==> src/rtl/video_pkg.sv <==
// Shared video definitions: pattern mode encodings, default geometry and
// the dark-gray level used by the colour-bar pattern.
package video_pkg;

   localparam int unsigned DEF_CW       = 8;
   localparam int unsigned DEF_CNT_W    = 12;
   localparam int unsigned DEF_H_ACTIVE = 1280;
   localparam int unsigned DEF_V_ACTIVE = 720;

   typedef enum logic [2:0] {
      MODE_BARS  = 3'd0,
      MODE_RAMP  = 3'd1,
      MODE_CHECK = 3'd2,
      MODE_BOX   = 3'd3,
      MODE_SOLID = 3'd4
   } mode_e;

   typedef enum logic {
      DIR_POS = 1'b0,
      DIR_NEG = 1'b1
   } dir_e;

   // Dark gray is 1/16 of full scale for any channel width (CW <= 12).
   function automatic logic [11:0] dark_gray(input int unsigned cw);
      return 12'(1) << (cw - 4);
   endfunction

endpackage

==> src/rtl/box_mover.sv <==
// One axis of the bouncing box: advances by STEP on each frame start and
// reverses at 0 and LIMIT-SIZE so the box never leaves the active area.
module box_mover
   import video_pkg::*;
#(
   parameter int unsigned W     = 13,
   parameter int unsigned LIMIT = 1280,
   parameter int unsigned SIZE  = 64,
   parameter int unsigned STEP  = 4
) (
   input  logic         pixel_clk,
   input  logic         reset,
   input  logic         fs,
   output logic [W-1:0] pos,
   output logic         dir
);

   localparam logic [W-1:0] MAX_POS = W'(LIMIT - SIZE);
   localparam logic [W-1:0] STEP_W  = W'(STEP);

   logic [W-1:0] pos_q, pos_d;
   dir_e         dir_q, dir_d;

   always_comb begin
      pos_d = pos_q;
      dir_d = dir_q;
      if (fs) begin
         if (dir_q == DIR_POS) begin
            if (pos_q + STEP_W >= MAX_POS) begin
               pos_d = MAX_POS;
               dir_d = DIR_NEG;
            end else begin
               pos_d = pos_q + STEP_W;
            end
         end else begin
            if (pos_q <= STEP_W) begin
               pos_d = '0;
               dir_d = DIR_POS;
            end else begin
               pos_d = pos_q - STEP_W;
            end
         end
      end
   end

   always_ff @(posedge pixel_clk) begin
      if (reset) begin
         pos_q <= '0;
         dir_q <= DIR_POS;
      end else begin
         pos_q <= pos_d;
         dir_q <= dir_d;
      end
   end

   assign pos = pos_q;
   assign dir = dir_q;

endmodule

==> src/rtl/pattern_gen.sv <==
// Video test-pattern generator: two-stage pipeline (decode, colour mux) with
// sync/active delayed to match; pattern mode latched only at frame start.
module pattern_gen
   import video_pkg::*;
#(
   parameter int unsigned CW           = DEF_CW,
   parameter int unsigned CNT_W        = DEF_CNT_W,
   parameter int unsigned H_ACTIVE     = DEF_H_ACTIVE,
   parameter int unsigned V_ACTIVE     = DEF_V_ACTIVE,
   parameter int unsigned STRIPE_SHIFT = 6,
   parameter int unsigned CHECK_SHIFT  = 5,
   parameter int unsigned BOX_SIZE     = 64,
   parameter int unsigned STEP         = 4
) (
   input  logic              pixel_clk,
   input  logic              reset,
   input  logic              hsync_in,
   input  logic              vsync_in,
   input  logic              active_in,
   input  logic [CNT_W-1:0]  pixel_cnt,
   input  logic [CNT_W-1:0]  line_cnt,
   input  logic [2:0]        mode_sel,
   input  logic [3*CW-1:0]   solid_rgb,
   output logic [CW-1:0]     red,
   output logic [CW-1:0]     green,
   output logic [CW-1:0]     blue,
   output logic              hsync_out,
   output logic              vsync_out,
   output logic              active_out,
   output logic [7:0]        frame_cnt
);

   localparam int unsigned   BW   = CNT_W + 1;
   localparam logic [CW-1:0] GRAY = CW'(dark_gray(CW));

   logic          vs_prev_q, fs;
   logic [2:0]    mode_q, mode_d;
   logic [7:0]    frame_q, frame_d;
   logic [BW-1:0] box_x, box_y;
   logic          box_dx, box_dy;

   // Stage 1: timing, pattern mode and per-pixel decode terms
   logic              hs1_q, vs1_q, act1_q, chk1_q, in_box1_q;
   logic [2:0]        mode1_q, bar_idx1_q;
   logic [CW-1:0]     ramp1_q, xlo1_q;
   logic [3*CW-1:0]   solid1_q;
   logic              in_box_d;
   logic [BW-1:0]     x_ext, y_ext;
   logic [STRIPE_SHIFT+CW-1:0] ramp_ext;

   // Stage 2: output registers
   logic              hs2_q, vs2_q, act2_q;
   logic [3*CW-1:0]   rgb2_q, rgb_d, bars_rgb;

   assign fs      = vsync_in & ~vs_prev_q;
   assign mode_d  = fs ? mode_sel : mode_q;
   assign frame_d = fs ? frame_q + 8'd1 : frame_q;

   box_mover #(.W(BW), .LIMIT(H_ACTIVE), .SIZE(BOX_SIZE), .STEP(STEP)) u_box_x (
      .pixel_clk (pixel_clk),
      .reset     (reset),
      .fs        (fs),
      .pos       (box_x),
      .dir       (box_dx)
   );

   box_mover #(.W(BW), .LIMIT(V_ACTIVE), .SIZE(BOX_SIZE), .STEP(STEP)) u_box_y (
      .pixel_clk (pixel_clk),
      .reset     (reset),
      .fs        (fs),
      .pos       (box_y),
      .dir       (box_dy)
   );

   always_comb begin
      x_ext    = {1'b0, pixel_cnt};
      y_ext    = {1'b0, line_cnt};
      in_box_d = (x_ext >= box_x) && (x_ext < box_x + BW'(BOX_SIZE)) &&
                 (y_ext >= box_y) && (y_ext < box_y + BW'(BOX_SIZE));
      // Stripe-local ramp is MSB-aligned: pads or truncates to CW bits.
      ramp_ext = {pixel_cnt[STRIPE_SHIFT-1:0], {CW{1'b0}}};
   end

   always_ff @(posedge pixel_clk) begin
      if (reset) begin
         vs_prev_q  <= 1'b0;
         mode_q     <= '0;
         frame_q    <= '0;
         hs1_q      <= 1'b0;
         vs1_q      <= 1'b0;
         act1_q     <= 1'b0;
         chk1_q     <= 1'b0;
         in_box1_q  <= 1'b0;
         mode1_q    <= '0;
         bar_idx1_q <= '0;
         ramp1_q    <= '0;
         xlo1_q     <= '0;
         solid1_q   <= '0;
      end else begin
         vs_prev_q  <= vsync_in;
         mode_q     <= mode_d;
         frame_q    <= frame_d;
         hs1_q      <= hsync_in;
         vs1_q      <= vsync_in;
         act1_q     <= active_in;
         chk1_q     <= pixel_cnt[CHECK_SHIFT] ^ line_cnt[CHECK_SHIFT];
         in_box1_q  <= in_box_d;
         mode1_q    <= mode_q;
         bar_idx1_q <= pixel_cnt[STRIPE_SHIFT+2:STRIPE_SHIFT];
         ramp1_q    <= ramp_ext[STRIPE_SHIFT+CW-1 -: CW];
         xlo1_q     <= pixel_cnt[CW-1:0];
         solid1_q   <= solid_rgb;
      end
   end

   always_comb begin
      if (bar_idx1_q == 3'd0) begin
         bars_rgb = {GRAY, GRAY, GRAY};
      end else begin
         bars_rgb = {bar_idx1_q[2] ? ramp1_q : '0,
                     bar_idx1_q[1] ? ramp1_q : '0,
                     bar_idx1_q[0] ? ramp1_q : '0};
      end
      rgb_d = '0;
      case (mode1_q)
         MODE_BARS:  rgb_d = bars_rgb;
         MODE_RAMP:  rgb_d = {xlo1_q, xlo1_q, xlo1_q};
         MODE_CHECK: rgb_d = chk1_q ? '1 : '0;
         MODE_BOX:   rgb_d = in_box1_q ? '1 : bars_rgb;
         MODE_SOLID: rgb_d = solid1_q;
         default:    rgb_d = '0;
      endcase
      if (!act1_q) begin
         rgb_d = '0;
      end
   end

   always_ff @(posedge pixel_clk) begin
      if (reset) begin
         hs2_q  <= 1'b0;
         vs2_q  <= 1'b0;
         act2_q <= 1'b0;
         rgb2_q <= '0;
      end else begin
         hs2_q  <= hs1_q;
         vs2_q  <= vs1_q;
         act2_q <= act1_q;
         rgb2_q <= rgb_d;
      end
   end

   assign red        = rgb2_q[3*CW-1:2*CW];
   assign green      = rgb2_q[2*CW-1:CW];
   assign blue       = rgb2_q[CW-1:0];
   assign hsync_out  = hs2_q;
   assign vsync_out  = vs2_q;
   assign active_out = act2_q;
   assign frame_cnt  = frame_q;

endmodule

==> config.mk <==
export PLATFORM = sky130hd
export DESIGN_NAME = pattern_gen
export DESIGN_NICKNAME = d
export VERILOG_FILES = /design/src/rtl/video_pkg.sv /design/src/rtl/box_mover.sv /design/src/rtl/pattern_gen.sv
export SDC_FILE = /design/constraint.sdc
export NUM_CORES = 1
export LEC_CHECK = 0
export ABC_AREA = 1
export BUFFER_PORTS_ARGS = -buffer_cell sky130_fd_sc_hd__buf_2
export CORE_ASPECT_RATIO = 0.6
export CORE_MARGIN = 10
export CORE_UTILIZATION = 45
export DETAILED_ROUTE_END_ITERATION = 16
export PLACE_DENSITY_LB_ADDON = 0.08
export SYNTH_ARGS = -nofsm -noshare
export SYNTH_HDL_FRONTEND = slang
export SYNTH_SLANG_ARGS = --single-unit
==> constraint.sdc <==
create_clock -name pixel_clk -period 1.6 [get_ports pixel_clk]
set_input_delay 0.24 -clock pixel_clk [delete_from_list [all_inputs] [get_ports pixel_clk]]
set_output_delay 0.24 -clock pixel_clk [all_outputs]
set_load 0.03 [all_outputs]
==> flow_summary_export.csv <==
group,metric,value,unit
global_routing,grt_pass1_vias,5593,
cells_and_area,drive_gt1_share,37.0,%
cts,cts_num_sinks,103,
logic_synthesis,syn_area,5740,µm²
route,antenna_left,0,
flow_run,maxCapViolations,0,
status,run_status,"finished with violations",
cts,cts_buffers,9,
cts,clk_path_buf_depth,2,
critical_path,timing.rr.end,"in_box1_q$_SDFF_PP0_",
logic_synthesis,ys_ff_latch,103,
critical_path,ff2ff_path_depth,10,
critical_path,critPathMaxFanout,4,
critical_path,cp_data_required_time,1.83,ns
power,power.leakage,3.77,nW
timing,fin_ws,-0.208,ns
global_routing,grt_max_degree,38,
route,wire_per_inst,14.7,µm
cells_and_area,syn_to_final_growth,37.2,%
logic_synthesis,synth_top_family_by_area,"simple AND/OR/NAND/NOR gates",
timing,finalCritPeriodShare,113,%
logic_synthesis,synth_simple_gate_area_share,26.5,%
logic_synthesis,synth_fa_ha_area_share,9.38,%
power,finalPower,7.01,mW
die,die_x,166,µm
place,dp_cells,1105,
hold_path,min_path_cells,3,
critical_path,start_kind,"register",
cells_and_area,layout_common_cells,"106 x nor2_1, 99 x inv_1, 96 x buf_4",
die,fp.dieArea,17800,µm²
logic_synthesis,muxShareOfSynthArea,0,%
logic_synthesis,synth_edf_count,0,
critical_path,worstSetupEndpointType,"register",
critical_path,startpoint,"u_box_y.pos[7]$_SDFFE_PP0P_",
logic_synthesis,yosysUniqueCellTypes,42,
logic_synthesis,yosysSeqAreaShare,35.9,%
cells_and_area,fin_nets,1064,
cts,path_clk_slew,0.08,ns
logic_synthesis,synthCells,785,
place,gp_congestion,0.876,
timing,tightest_slew,0.423,ns
timing,layout_min_cycle_time,1.81,ns
hold_path,hp-start,"solid_rgb[12]",
die,die_height,107,µm
route,drc,0,
logic_synthesis,yosys.area_share.xor_xnor,3.66,%
die,start_util,46.8,%
timing,finClkSkew,0.00689,ns
die,row_count,31,
timing,fmax,0.553,GHz
power,vdd_drop_max,0.000464,V
route,via_per_inst,5.05,
place,hpwl,12700,µm
cells_and_area,mostFrequentLayoutCell,"nor2_1",
cells_and_area,num_antenna_cells,0,
die,io_pins,91,
logic_synthesis,synth.top_cell.area_share,35.9,%
critical_path,cp_data_arrival_time,2.04,ns
logic_synthesis,async_reset_ff_share,0,%
cts,clock_latency,0.34,ns
timing,hold_violations,0,
route,drtIter0Drc,395,
global_routing,grt_overflow,0,
logic_synthesis,postSynthAreaPerCell,7.31,µm²
global_routing,grt.total_usage,17.9,%
cts,cts_tree,"yes",
hold_path,min_path_type,"in -> reg",
timing,max-slew-margin-rel,71.8,%
logic_synthesis,synth-main-ff-cell,"dfxtp_1",
timing,report.final.setup_viol,19,
die,core_area,12300,µm²
global_routing,antenna_found_initial,0,
timing,rsz0062_at_grt,"true",
critical_path,r2r_setup_slack,-0.21,ns
status,violations,"negative setup slack",
route,via_count,5732,
logic_synthesis,synth_area_leader_cell,"dfxtp_1",
logic_synthesis,ys_warn_count,0,
cells_and_area,post-route-util,64.3,%
place,io_buffer_count,88,
cells_and_area,final_cell_count_no_fill,1135,
place,pre_cts_ws,-0.303,ns
route,drt_wl_total,16700,µm
timing,finalMaxSlewViolations,0,
global_routing,grt_first_pass_wirelength,27200,µm
critical_path,r2r_start,"u_box_y.pos[7]$_SDFFE_PP0P_",
critical_path,worst-setup-path-type,"reg -> reg",
logic_synthesis,synth_compound_area_share,14.0,%
logic_synthesis,synthTopCellsByArea,"dfxtp_1 36%, ha_1 9.4%, inv_1 7.5%",
route,drt-pass1-iter-count,5,
cts,root_buffer,"clkbuf_16",
logic_synthesis,synth_fp_nets,884,
power,power_density,890,nW/µm²
hold_path,holdPathEnd,"solid1_q[12]$_SDFF_PP0_",
cts,cts_htree_levels,3,
## cells in the mapped netlist (all sizes together), types with 3 or more instances
master,n
buf,17
a31oi,3
a211oi,16
clkbuf,9
ha,43
nand4,14
nand3b,3
xnor2,5
nor3,22
dfxtp,103
a221oi,9
a21oi,47
nand2,123
nor2,123
nand3,40
inv,124
o21ai,54
xor2,19
## stage by stage
| stage | setup TNS (ns) | instance area (µm²) | hold WS [ns] |
|---|---|---|---|
| finish | -1.74 | 7880 | 0.0935 |
| global route | -4.19 | 7880 | 0.0979 |
| CTS | -0.897 | 7630 | 0.0876 |
| detailed placement | -3.23 | 7020 | 0.406 |
| global placement | -2.84 | 7020 | 0.396 |
| floorplan | -0.138 | 5780 | 0.347 |
## cell families after synthesis
kind of cell | count (synthesis)
buffers and inverters | 150
AO/OA/AOI/OAI | 136
XOR/XNOR | 24
adder cells (fa/ha/maj) | 43
AND/OR/NAND/NOR | 329
flip-flops | 103
## worst max-delay path by stage
stage                           endpoint  slack (ns)  cells past startpoint
floorplan           in_box1_q$_SDFF_PP0_       -0.09                     12
global placement    in_box1_q$_SDFF_PP0_       -0.26                     10
detailed placement  in_box1_q$_SDFF_PP0_       -0.30                     12
CTS                 in_box1_q$_SDFF_PP0_       -0.17                     10
global route        in_box1_q$_SDFF_PP0_       -0.31                     10
finish              in_box1_q$_SDFF_PP0_       -0.21                     10
## sequential cells by signal, indices dropped and copies added (netlist names), 3 cells and up
signal / flops
mode1_q: 3
frame_cnt: 8
u_box_x.pos: 11
rgb2_q: 24
mode_q: 3
solid1_q: 24
u_box_y.pos: 11
ramp1_q: 5
bar_idx1_q: 3
## power by group
part / internal (mW) / switching [mW]
registers: 2.70 / 0.142
logic: 0.902 / 1.12
clock network: 1.10 / 1.05
## timing repair
| action | 4_1_cts | 5_1_grt |
|---|---|---|
| buffers inserted | 12 | 3 |
| endpoints found under the setup margin | 25 | 43 |
| resized for setup | 72 | 70 |
| pin swaps | 35 | 24 |
| cloned | 0 | 0 |
| hold buffers | 0 | 0 |
## layer usage
metal,track usage [%],vias to the layer above,routed length (µm)
met3,3.61,20,807
met2,28.1,165,7460
li1,-,2906,-
met4,2.64,0,134
met1,25.3,2641,8320
met5,0,-,0
## worst max-delay path, cell delays in order, from the launching register on
cell and delay, ns:
dfxtp_4 0.39, inv_2 0.07, ha_2 0.32, inv_1 0.04, ha_1 0.26, inv_1 0.05, o31a_1 0.28, nor2_1 0.11
nor2_1 0.06, nand2_1 0.08, nor3_2 0.04
## area by class of cell
type                       count  area [µm²]
fill                        1119        4380
sequential                   103        2110
clock buffer                  10         229
multi-input combinational    532        3470
tap                          165         206
inverter                     124         484
clock inverter                 6        62.6
timing repair buffer         195        1310
(Power assumes the default switching activity.)
